File: src/rtl/multicycle_control.sv
// Multicycle processor control unit.
// Moore FSM sequencing FETCH/DECODE/execute/write-back for R-type, LW, SW,
// BEQ, ADDI, SLTI and J; unknown opcodes park the FSM in TRAP until reset.
// Optional feature macro: MULTICYCLE_CONTROL_PERF_EN adds the retired
// instruction counter output instr_count (CNT_W bits, wrapping).
// State encoding on the state output:
//   0 FETCH, 1 DECODE, 2 MEM_ADDR, 3 MEM_RD, 4 MEM_WB, 5 MEM_WR, 6 R_EXEC,
//   7 R_WB, 8 BRANCH, 9 JUMP, 10 I_EXEC, 11 I_WB, 12 TRAP.
// Memory handshake: mem_req/mem_read/mem_write are held stable while the FSM
// waits; an access completes in the cycle where mem_ready is high while the
// request is asserted. mem_ready is ignored in every other state.
module multicycle_control #(
    parameter int CNT_W = 32
) (
    input  logic             clk,
    input  logic             rst_n,
    input  logic [5:0]       opcode,
    input  logic             mem_ready,
    output logic             mem_req,
    output logic             mem_read,
    output logic             mem_write,
    output logic             iord,
    output logic             ir_write,
    output logic             pc_write,
    output logic             pc_write_cond,
    output logic             reg_write,
    output logic             reg_dst,
    output logic             mem_to_reg,
    output logic             alu_src_a,
    output logic [1:0]       alu_src_b,
    output logic [1:0]       pc_source,
    output logic [2:0]       alu_op,
    output logic [3:0]       state,
    output logic             illegal
`ifdef MULTICYCLE_CONTROL_PERF_EN
    ,
    output logic [CNT_W-1:0] instr_count
`endif
);

    typedef enum logic [3:0] {
        S_FETCH    = 4'd0,
        S_DECODE   = 4'd1,
        S_MEM_ADDR = 4'd2,
        S_MEM_RD   = 4'd3,
        S_MEM_WB   = 4'd4,
        S_MEM_WR   = 4'd5,
        S_R_EXEC   = 4'd6,
        S_R_WB     = 4'd7,
        S_BRANCH   = 4'd8,
        S_JUMP     = 4'd9,
        S_I_EXEC   = 4'd10,
        S_I_WB     = 4'd11,
        S_TRAP     = 4'd12
    } state_t;

    localparam logic [5:0] OP_R    = 6'b000000;
    localparam logic [5:0] OP_LW   = 6'b100011;
    localparam logic [5:0] OP_SW   = 6'b101011;
    localparam logic [5:0] OP_BEQ  = 6'b000100;
    localparam logic [5:0] OP_ADDI = 6'b001000;
    localparam logic [5:0] OP_SLTI = 6'b001010;
    localparam logic [5:0] OP_J    = 6'b000010;

    // Counter width must be at least one bit; nothing is generated otherwise.
    generate
        if (CNT_W < 1) begin : g_cnt_w_invalid
        end
    endgenerate

    state_t     state_q;
    state_t     state_d;
    logic [5:0] opcode_q;
    logic       mem_req_c;
    logic       ir_write_c;
    logic       pc_write_c;
    logic       reg_write_c;

    // State register and opcode latch; opcode is captured only in DECODE so
    // later instruction-register changes cannot disturb sequencing.
    always_ff @(posedge clk) begin
        if (!rst_n) begin
            state_q  <= S_FETCH;
            opcode_q <= 6'b000000;
        end else begin
            state_q <= state_d;
            if (state_q == S_DECODE) begin
                opcode_q <= opcode;
            end
        end
    end

    // Next-state and Moore output decode; FETCH write enables follow mem_ready.
    always_comb begin
        state_d       = state_q;
        mem_req_c     = 1'b0;
        mem_read      = 1'b0;
        mem_write     = 1'b0;
        iord          = 1'b0;
        ir_write_c    = 1'b0;
        pc_write_c    = 1'b0;
        pc_write_cond = 1'b0;
        reg_write_c   = 1'b0;
        reg_dst       = 1'b0;
        mem_to_reg    = 1'b0;
        alu_src_a     = 1'b0;
        alu_src_b     = 2'b00;
        pc_source     = 2'b00;
        alu_op        = 3'b000;
        illegal       = 1'b0;
        case (state_q)
            S_FETCH: begin
                mem_req_c  = 1'b1;
                mem_read   = 1'b1;
                alu_src_b  = 2'b01;
                alu_op     = 3'b011;
                ir_write_c = mem_ready;
                pc_write_c = mem_ready;
                if (mem_ready) state_d = S_DECODE;
            end
            S_DECODE: begin
                alu_src_b = 2'b11;
                alu_op    = 3'b011;
                case (opcode)
                    OP_LW, OP_SW:     state_d = S_MEM_ADDR;
                    OP_R:             state_d = S_R_EXEC;
                    OP_BEQ:           state_d = S_BRANCH;
                    OP_J:             state_d = S_JUMP;
                    OP_ADDI, OP_SLTI: state_d = S_I_EXEC;
                    default:          state_d = S_TRAP;
                endcase
            end
            S_MEM_ADDR: begin
                alu_src_a = 1'b1;
                alu_src_b = 2'b10;
                alu_op    = 3'b011;
                state_d   = (opcode_q == OP_LW) ? S_MEM_RD : S_MEM_WR;
            end
            S_MEM_RD: begin
                mem_req_c = 1'b1;
                mem_read  = 1'b1;
                iord      = 1'b1;
                if (mem_ready) state_d = S_MEM_WB;
            end
            S_MEM_WB: begin
                reg_write_c = 1'b1;
                mem_to_reg  = 1'b1;
                state_d     = S_FETCH;
            end
            S_MEM_WR: begin
                mem_req_c = 1'b1;
                mem_write = 1'b1;
                iord      = 1'b1;
                if (mem_ready) state_d = S_FETCH;
            end
            S_R_EXEC: begin
                alu_src_a = 1'b1;
                state_d   = S_R_WB;
            end
            S_R_WB: begin
                reg_write_c = 1'b1;
                reg_dst     = 1'b1;
                state_d     = S_FETCH;
            end
            S_BRANCH: begin
                alu_src_a     = 1'b1;
                alu_op        = 3'b001;
                pc_write_cond = 1'b1;
                pc_source     = 2'b01;
                state_d       = S_FETCH;
            end
            S_JUMP: begin
                pc_write_c = 1'b1;
                pc_source  = 2'b10;
                state_d    = S_FETCH;
            end
            S_I_EXEC: begin
                alu_src_a = 1'b1;
                alu_src_b = 2'b10;
                alu_op    = (opcode_q == OP_SLTI) ? 3'b010 : 3'b011;
                state_d   = S_I_WB;
            end
            S_I_WB: begin
                reg_write_c = 1'b1;
                state_d     = S_FETCH;
            end
            S_TRAP: begin
                illegal = 1'b1;
            end
            default: begin
                state_d = S_FETCH;
            end
        endcase
    end

    // Side-effecting enables are forced low for the whole time reset is held.
    assign mem_req   = mem_req_c & rst_n;
    assign ir_write  = ir_write_c & rst_n;
    assign pc_write  = pc_write_c & rst_n;
    assign reg_write = reg_write_c & rst_n;
    assign state     = state_q;

`ifdef MULTICYCLE_CONTROL_PERF_EN
    logic [CNT_W-1:0] count_q;

    // Retired-instruction counter: one per return to FETCH from a completing state.
    always_ff @(posedge clk) begin
        if (!rst_n) begin
            count_q <= '0;
        end else if (state_q != S_FETCH && state_q != S_TRAP && state_d == S_FETCH) begin
            count_q <= count_q + 1'b1;
        end
    end

    assign instr_count = count_q;
`endif

endmodule

File: config.mk
export PLATFORM = sky130hd
export DESIGN_NAME = multicycle_control
export DESIGN_NICKNAME = d
export VERILOG_FILES = /design/src/rtl/multicycle_control.sv
export SDC_FILE = /design/constraint.sdc
export NUM_CORES = 1
export LEC_CHECK = 0
export ABC_AREA = 1
export CAP_MARGIN = 40
export CELL_PAD_IN_SITES_DETAIL_PLACEMENT = 0
export CELL_PAD_IN_SITES_GLOBAL_PLACEMENT = 2
export CORE_UTILIZATION = 20
export DETAILED_ROUTE_END_ITERATION = 16
export HOLD_SLACK_MARGIN = 0.05
export PLACE_DENSITY = 0.82
export SYNTH_ARGS = -nofsm -noshare
export SYNTH_HDL_FRONTEND = slang
export SYNTH_SLANG_ARGS = --single-unit
File: constraint.sdc
create_clock -name clk -period 1.45 [get_ports clk]
set_input_delay 0.29 -clock clk [delete_from_list [all_inputs] [get_ports clk]]
set_output_delay 0.29 -clock clk [all_outputs]
set_load 0.03 [all_outputs]
# --- Word level (Yosys, flattened, before mapping) ---
# Cells that the tools add are included.
word_totals:
  output_inout_bits: 23
  regBits: 10
op_classes:
  bitwise: 5
  n_mux: 22
  n_reduce_logical: 12
  eq_ne: 23
op_table:
  columns: ["cell", "n"]
  rows:
  - ["4-bit one-hot mux with 8 select lines", 1]
  - ["4-bit equality test (second input constant)", 5]
  - ["4-bit one-hot mux with 5 select lines", 1]
  - ["6-bit by 4-bit equality test with 1-bit output (second input constant)", 3]
  - ["6-bit equality test (second input constant)", 3]
  - ["4-bit by 3-bit equality test with 1-bit output (second input constant)", 4]
  - ["1-bit 2-to-1 mux", 12]
  - ["4-bit 2-to-1 mux", 3]
  - ["2-bit one-hot mux with 3 select lines", 2]
  - ["2-bit OR reduction", 5]
  - ["3-bit OR reduction", 3]
  - ["4-bit by 2-bit equality test with 1-bit output (second input constant)", 2]
  - ["6-bit by 2-bit equality test with 1-bit output (second input constant)", 1]
  - ["6-bit by 3-bit equality test with 1-bit output (second input constant)", 1]
  - ["6-bit zero test", 1]
  - ["2-bit != test (second input constant)", 3]
  - ["1-bit AND", 4]
  - ["4-bit by 1-bit equality test with 1-bit output (second input constant)", 1]
  - ["4-bit zero test", 1]
  - ["2-bit one-hot mux with 2 select lines", 1]
  - ["4-bit AND reduction", 1]
  - ["4-bit OR reduction", 1]
  - ["3-bit 2-to-1 mux", 1]
  - ["1-bit one-hot mux with 2 select lines", 1]
  - ["1-bit inverter", 1]

# --- Longest topological paths before layout ---
depth:
  word_depth: 4
  depth_mapped: 11

# --- Worst setup path after synthesis ---
# Ideal clock, no wire load.
synth_timing:
  kind: "reg-to-output"
  from: "register state_q[2], in the netlist state[2]"
  to: "output port reg_write"
  arrival_time_ns: 1.677
  path_slack_ns: -0.517
  stages_incl_launch_ff: 3
  required_ns: 1.160
  path_cell_list: "dfxtp_1 > nand2_1 > a221oi_1"
synth_via:
  elab_chain_len: 4
synth_lines:
  columns: ["element", "line", "source"]
  rows:
  - ["from (decl)", "71", "state_t state_q;"]
  - ["from (signal assigned)", "86", "state_q <= state_d;"]
  - ["4-bit equality test / 4-bit by 3-bit equality test with 1-bit output (equally long branches)", "111", "case (state_q)"]
  - ["3-bit OR reduction (no source line) *", null, null]
  - ["1-bit 2-to-1 mux *", "111", null]
  - ["1-bit AND *", "200", "assign reg_write = reg_write_c & rst_n;"]
  - ["to (decl)", "26", "output logic reg_write,"]
# Every way passes the cells marked *; elsewhere a longest branch is shown, timed or not.

# --- Worst setup path in the final report ---
layout_timing:
  from: "register state_q[3], in the netlist state[3]"
  to: "output port reg_write"
# Same word-level chain as after synthesis.

==> reports/results.txt <==
Summing the areas of all compound-gate instances in the mapped netlist gives 17.9% of the synthesized area. Synthesis produced a netlist with a net count of 140. The antenna diode count was 0. The logs give -0.197 ns for the worst setup margin and 131 for the synthesized instance count. The area of the mapped netlist came out at 774 µm². For the worst-skew pair, the clock arrives at the later sink with an insertion delay of 0.24 ns. In this run the core area contains 22 standard-cell rows. Clock-pin slew was measured on the worst setup and hold paths at 0.05 ns. Summing the areas of all fa, ha and maj instances in the mapped netlist gives 0% of the synthesized area. The number of H-tree levels was 1.

sky130_fd_sc_hd__nor2_1 is the most common cell in the netlist. By area, the combinational part of the netlist is dominated by simple AND/OR/NAND/NOR gates. Type of the worst min-delay path: in -> reg. TritonCTS built the clock tree.

Cells with a size suffix above 1 make up 58.3% of the layout. The final layout contains 209 nets. In this run the remaining antenna-violating nets after routing total 0. A synthesized cell averages 5.91 µm². The number of maximum-capacitance constraint violations is 0, and the share of the cycle needed by the critical path after routing is 114%. Detailed routing inserted a total of 1,068 vias. For this configuration, the core starts out at a cell density of 21.0%. The highest ir drop seen on vdd is 0.000537 V, and the number of flip-flops and latches in the synthesized netlist is 10. The run gives 25.8% as the sequential-to-total area share from yosys stat. The checks that failed: setup timing. The first routing iteration left 18 violations. The share of cell area taken by muxes after synthesis is 0%. The root cell of the clock tree is sky130_fd_sc_hd__clkbuf_8. At the end of the flow the core is filled with cells to 47.4%. Of the total synthesized cell area, the portion taken by XOR and XNOR cells is 0%.

The first global-routing pass estimated 4.46 mm of wire. In this run the most critical hold path is launched from opcode[3]. The tools report the capture point of the worst reg-to-reg path as state[0]$_SDFFE_PN0P_.

The number of I/O port buffers was 30; the final hold violation count was 0. The ratio of total power to cell area was 1310 mW/mm²; the pin count of the biggest net entering global routing was 15. The flow ran to the end, but the final reports show violations.

The filler cells instantiated in the layout total 382. Counting distinct cell types in the post-synthesis netlist gives 22. The minimum period implied by the final worst setup slack was 1.65 ns; the final setup TNS was -1.29 ns. The startpoint of the worst register-to-register path is state[3]$_SDFFE_PN0P_.

The estimated wirelength of the detail-placed design was 2.10 mm. The area of the die is 0.00413 mm², and the fraction of registers with async set or reset after synthesis is 0%. In this run the static leakage power is 0.000871 µW. In this run the vertical extent of the chip is 64.2 µm. The routed design has 2.85 mm of wire. The die span in x works out to 64.2 µm. Ranked by total cell area, the synthesized netlist is headed by sky130_fd_sc_hd__dfxtp_1 (26%), sky130_fd_sc_hd__nor2_1 (12%), sky130_fd_sc_hd__nand2_1 (9.7%), sky130_fd_sc_hd__inv_1 (7.8%), sky130_fd_sc_hd__a21oi_1 (6.5%). By count the netlist is led by sky130_fd_sc_hd__nor2_1 (25), sky130_fd_sc_hd__nand2_1 (20), sky130_fd_sc_hd__inv_1 (16). Global routing finished with a remaining overflow of 0.

The number of failing setup endpoints in the final timing report was 17; the via count of the first global-routing pass was 992. The flop-to-flop setup slack was -0.05 ns; the number of enable flip-flop cells after synthesis was 0. Routability-driven placement finished with a final weighted congestion of 0.744. For the clock buffer count from CTS, the log shows 3. The logs give 0 for the number of pins exceeding their max-slew limit in the final report and 1.16 ns for the data required time at the worst endpoint. The Yosys step of the flow raised 0 warnings. The clock arrives with 0.00390 ns of skew. The sort of element at the start of the critical path was a register. In this run the deepest clock path goes through 2 buffers. The share of Yosys cell area claimed by the top area cell type is 25.8%. The most instantiated flip-flop cell in the synthesis netlist is sky130_fd_sc_hd__dfxtp_1. After detailed routing, the number of vias per cell comes to 4.32. For this design, the sink count on the clock tree is 10.

The worst hold path passes through 4 cells. The core outline area was 0.00369 mm²; the critical path data arrival time was 1.36 ns. The global router's overall resource usage is 14.1%. The logic depth of the worst register-to-register path was 10; the highest clock frequency the design can meet was 0.607 GHz.

The largest area contributor in the synthesized netlist is sky130_fd_sc_hd__dfxtp_1. The worst setup path is captured at a primary output. In the final routed layout, each cell accounts on average for 11.5 µm.

The first TritonRoute pass finished after 2 iterations. The critical path in this run is classified as reg -> out. Of the total synthesized cell area, the portion taken by AND, OR, NAND and NOR gates is 41.4%. The number of antenna violations at the first check in global routing was 0; the synthesis-to-finish area growth was 126%.

Setup repair after global routing could not meet its margin everywhere. The highest net fanout along the worst path came out at 4. In this run, post-CTS hold repair placed 0 buffers. For hold timing, the worst endpoint is opcode_q[3]$_SDFFE_PN0P_. During I/O placement, the number of pins put on the boundary was 32. The remaining design rule violation count came out at 0.
[how the worst max path moves through the flow]
stage | slack (ns) | to | cells after the start | from
global placement | -0.19 | state[1]$_SDFFE_PN0P_ | 9 | opcode[0]
detailed placement | -0.20 | state[2]$_SDFFE_PN0P_ | 11 | opcode[4]
global route | -0.26 | reg_write | 6 | state[3]$_SDFFE_PN0P_
finish | -0.20 | reg_write | 6 | state[3]$_SDFFE_PN0P_
CTS | -0.23 | reg_write | 6 | state[3]$_SDFFE_PN0P_
floorplan | -0.04 | reg_write | 5 | state[0]$_SDFFE_PN0P_
[power by group]
part / internal [µW] / switching (µW) / leakage (µW) / total, µW
registers: 349 / 60.6 / 0.0000846 / 409
logic: 659 / 867 / 0.000757 / 1530
clock network: 239 / 114 / 0.0000288 / 353
[flip-flops by register name (all words and copies together), names as in the netlist]
signal and count:
opcode_q 6, state 4
[cell families (layout without fill, tap and decap cells)]
group           after synthesis  in the layout
compound gates               26             26
buf+inv                      27             95
simple gates                 67             67
other cells                   1              1
flops                        10             10
[through the flow]
| step | std cells | power, µW | worst slack, ns | hold slack (ns) | area [µm²] |
|---|---|---|---|---|---|
| after floorplan | 131 | 1150 | -0.0426 | 0.425 | 876 |
| after global placement | 227 | 1560 | -0.194 | 0.486 | 1330 |
| after detailed placement | 227 | 1570 | -0.200 | 0.506 | 1330 |
| after CTS | 241 | 2200 | -0.232 | 0.521 | 1640 |
| after global routing | 247 | 2430 | -0.262 | 0.465 | 1750 |
| final | 247 | 2290 | -0.197 | 0.464 | 1750 |
[timing repair]
item	4_1_cts	5_1_grt
pin swaps	9	8
endpoints found under the setup margin	20	22
resized for setup	58	23
setup buffers	10	6
[cells in the final DEF (no fill, tap or decap), types with 2 or more instances in the layout]
master                            count
sky130_fd_sc_hd__inv_1               10
sky130_fd_sc_hd__o21ai_1              9
sky130_fd_sc_hd__nor2_2               4
sky130_fd_sc_hd__o21ai_0              2
sky130_fd_sc_hd__buf_4               34
sky130_fd_sc_hd__dfxtp_4              3
sky130_fd_sc_hd__dlymetal6s2s_1       5
sky130_fd_sc_hd__nand2_2              3
sky130_fd_sc_hd__dfxtp_1              6
sky130_fd_sc_hd__clkbuf_8             4
sky130_fd_sc_hd__inv_4                2
sky130_fd_sc_hd__nand3_4              2
sky130_fd_sc_hd__nand4_1              2
sky130_fd_sc_hd__nand2_4             10
sky130_fd_sc_hd__nand2_1             10
sky130_fd_sc_hd__nor2_1              16
sky130_fd_sc_hd__buf_6               23
sky130_fd_sc_hd__inv_6                3
sky130_fd_sc_hd__clkdlybuf4s50_1      3
sky130_fd_sc_hd__nand3_1              6
sky130_fd_sc_hd__nor2_4              11
sky130_fd_sc_hd__a21oi_1              9
sky130_fd_sc_hd__inv_2                8
[layer usage]
| metal | track usage, % | wire length, µm |
|---|---|---|
| met1 | 15.8 | 1170 |
| met2 | 27.1 | 1550 |
| met3 | 2.68 | 102 |
| met4 | 3.33 | 19 |
| met5 | 0 | 0 |
[critical path, stage by stage, from the launching register on]
cell and delay, ns:
sky130_fd_sc_hd__dfxtp_4 0.36, sky130_fd_sc_hd__inv_6 0.05, sky130_fd_sc_hd__nor2_4 0.07, sky130_fd_sc_hd__inv_2 0.06, sky130_fd_sc_hd__buf_6 0.13, sky130_fd_sc_hd__a221oi_4 0.27, sky130_fd_sc_hd__buf_6 0.17
[layout make-up]
type / instances / area [µm²] / share of cell area (%)
clock buffers: 4 / 55.1 / 3.15
inverters: 23 / 106 / 6.09
multi-input cells: 94 / 682 / 39.0
flip-flops and latches: 10 / 213 / 12.2
well taps: 48 / 60.1 / 3.44
repair buffers: 68 / 631 / 36.1
Power figures use the tool's default switching activity.
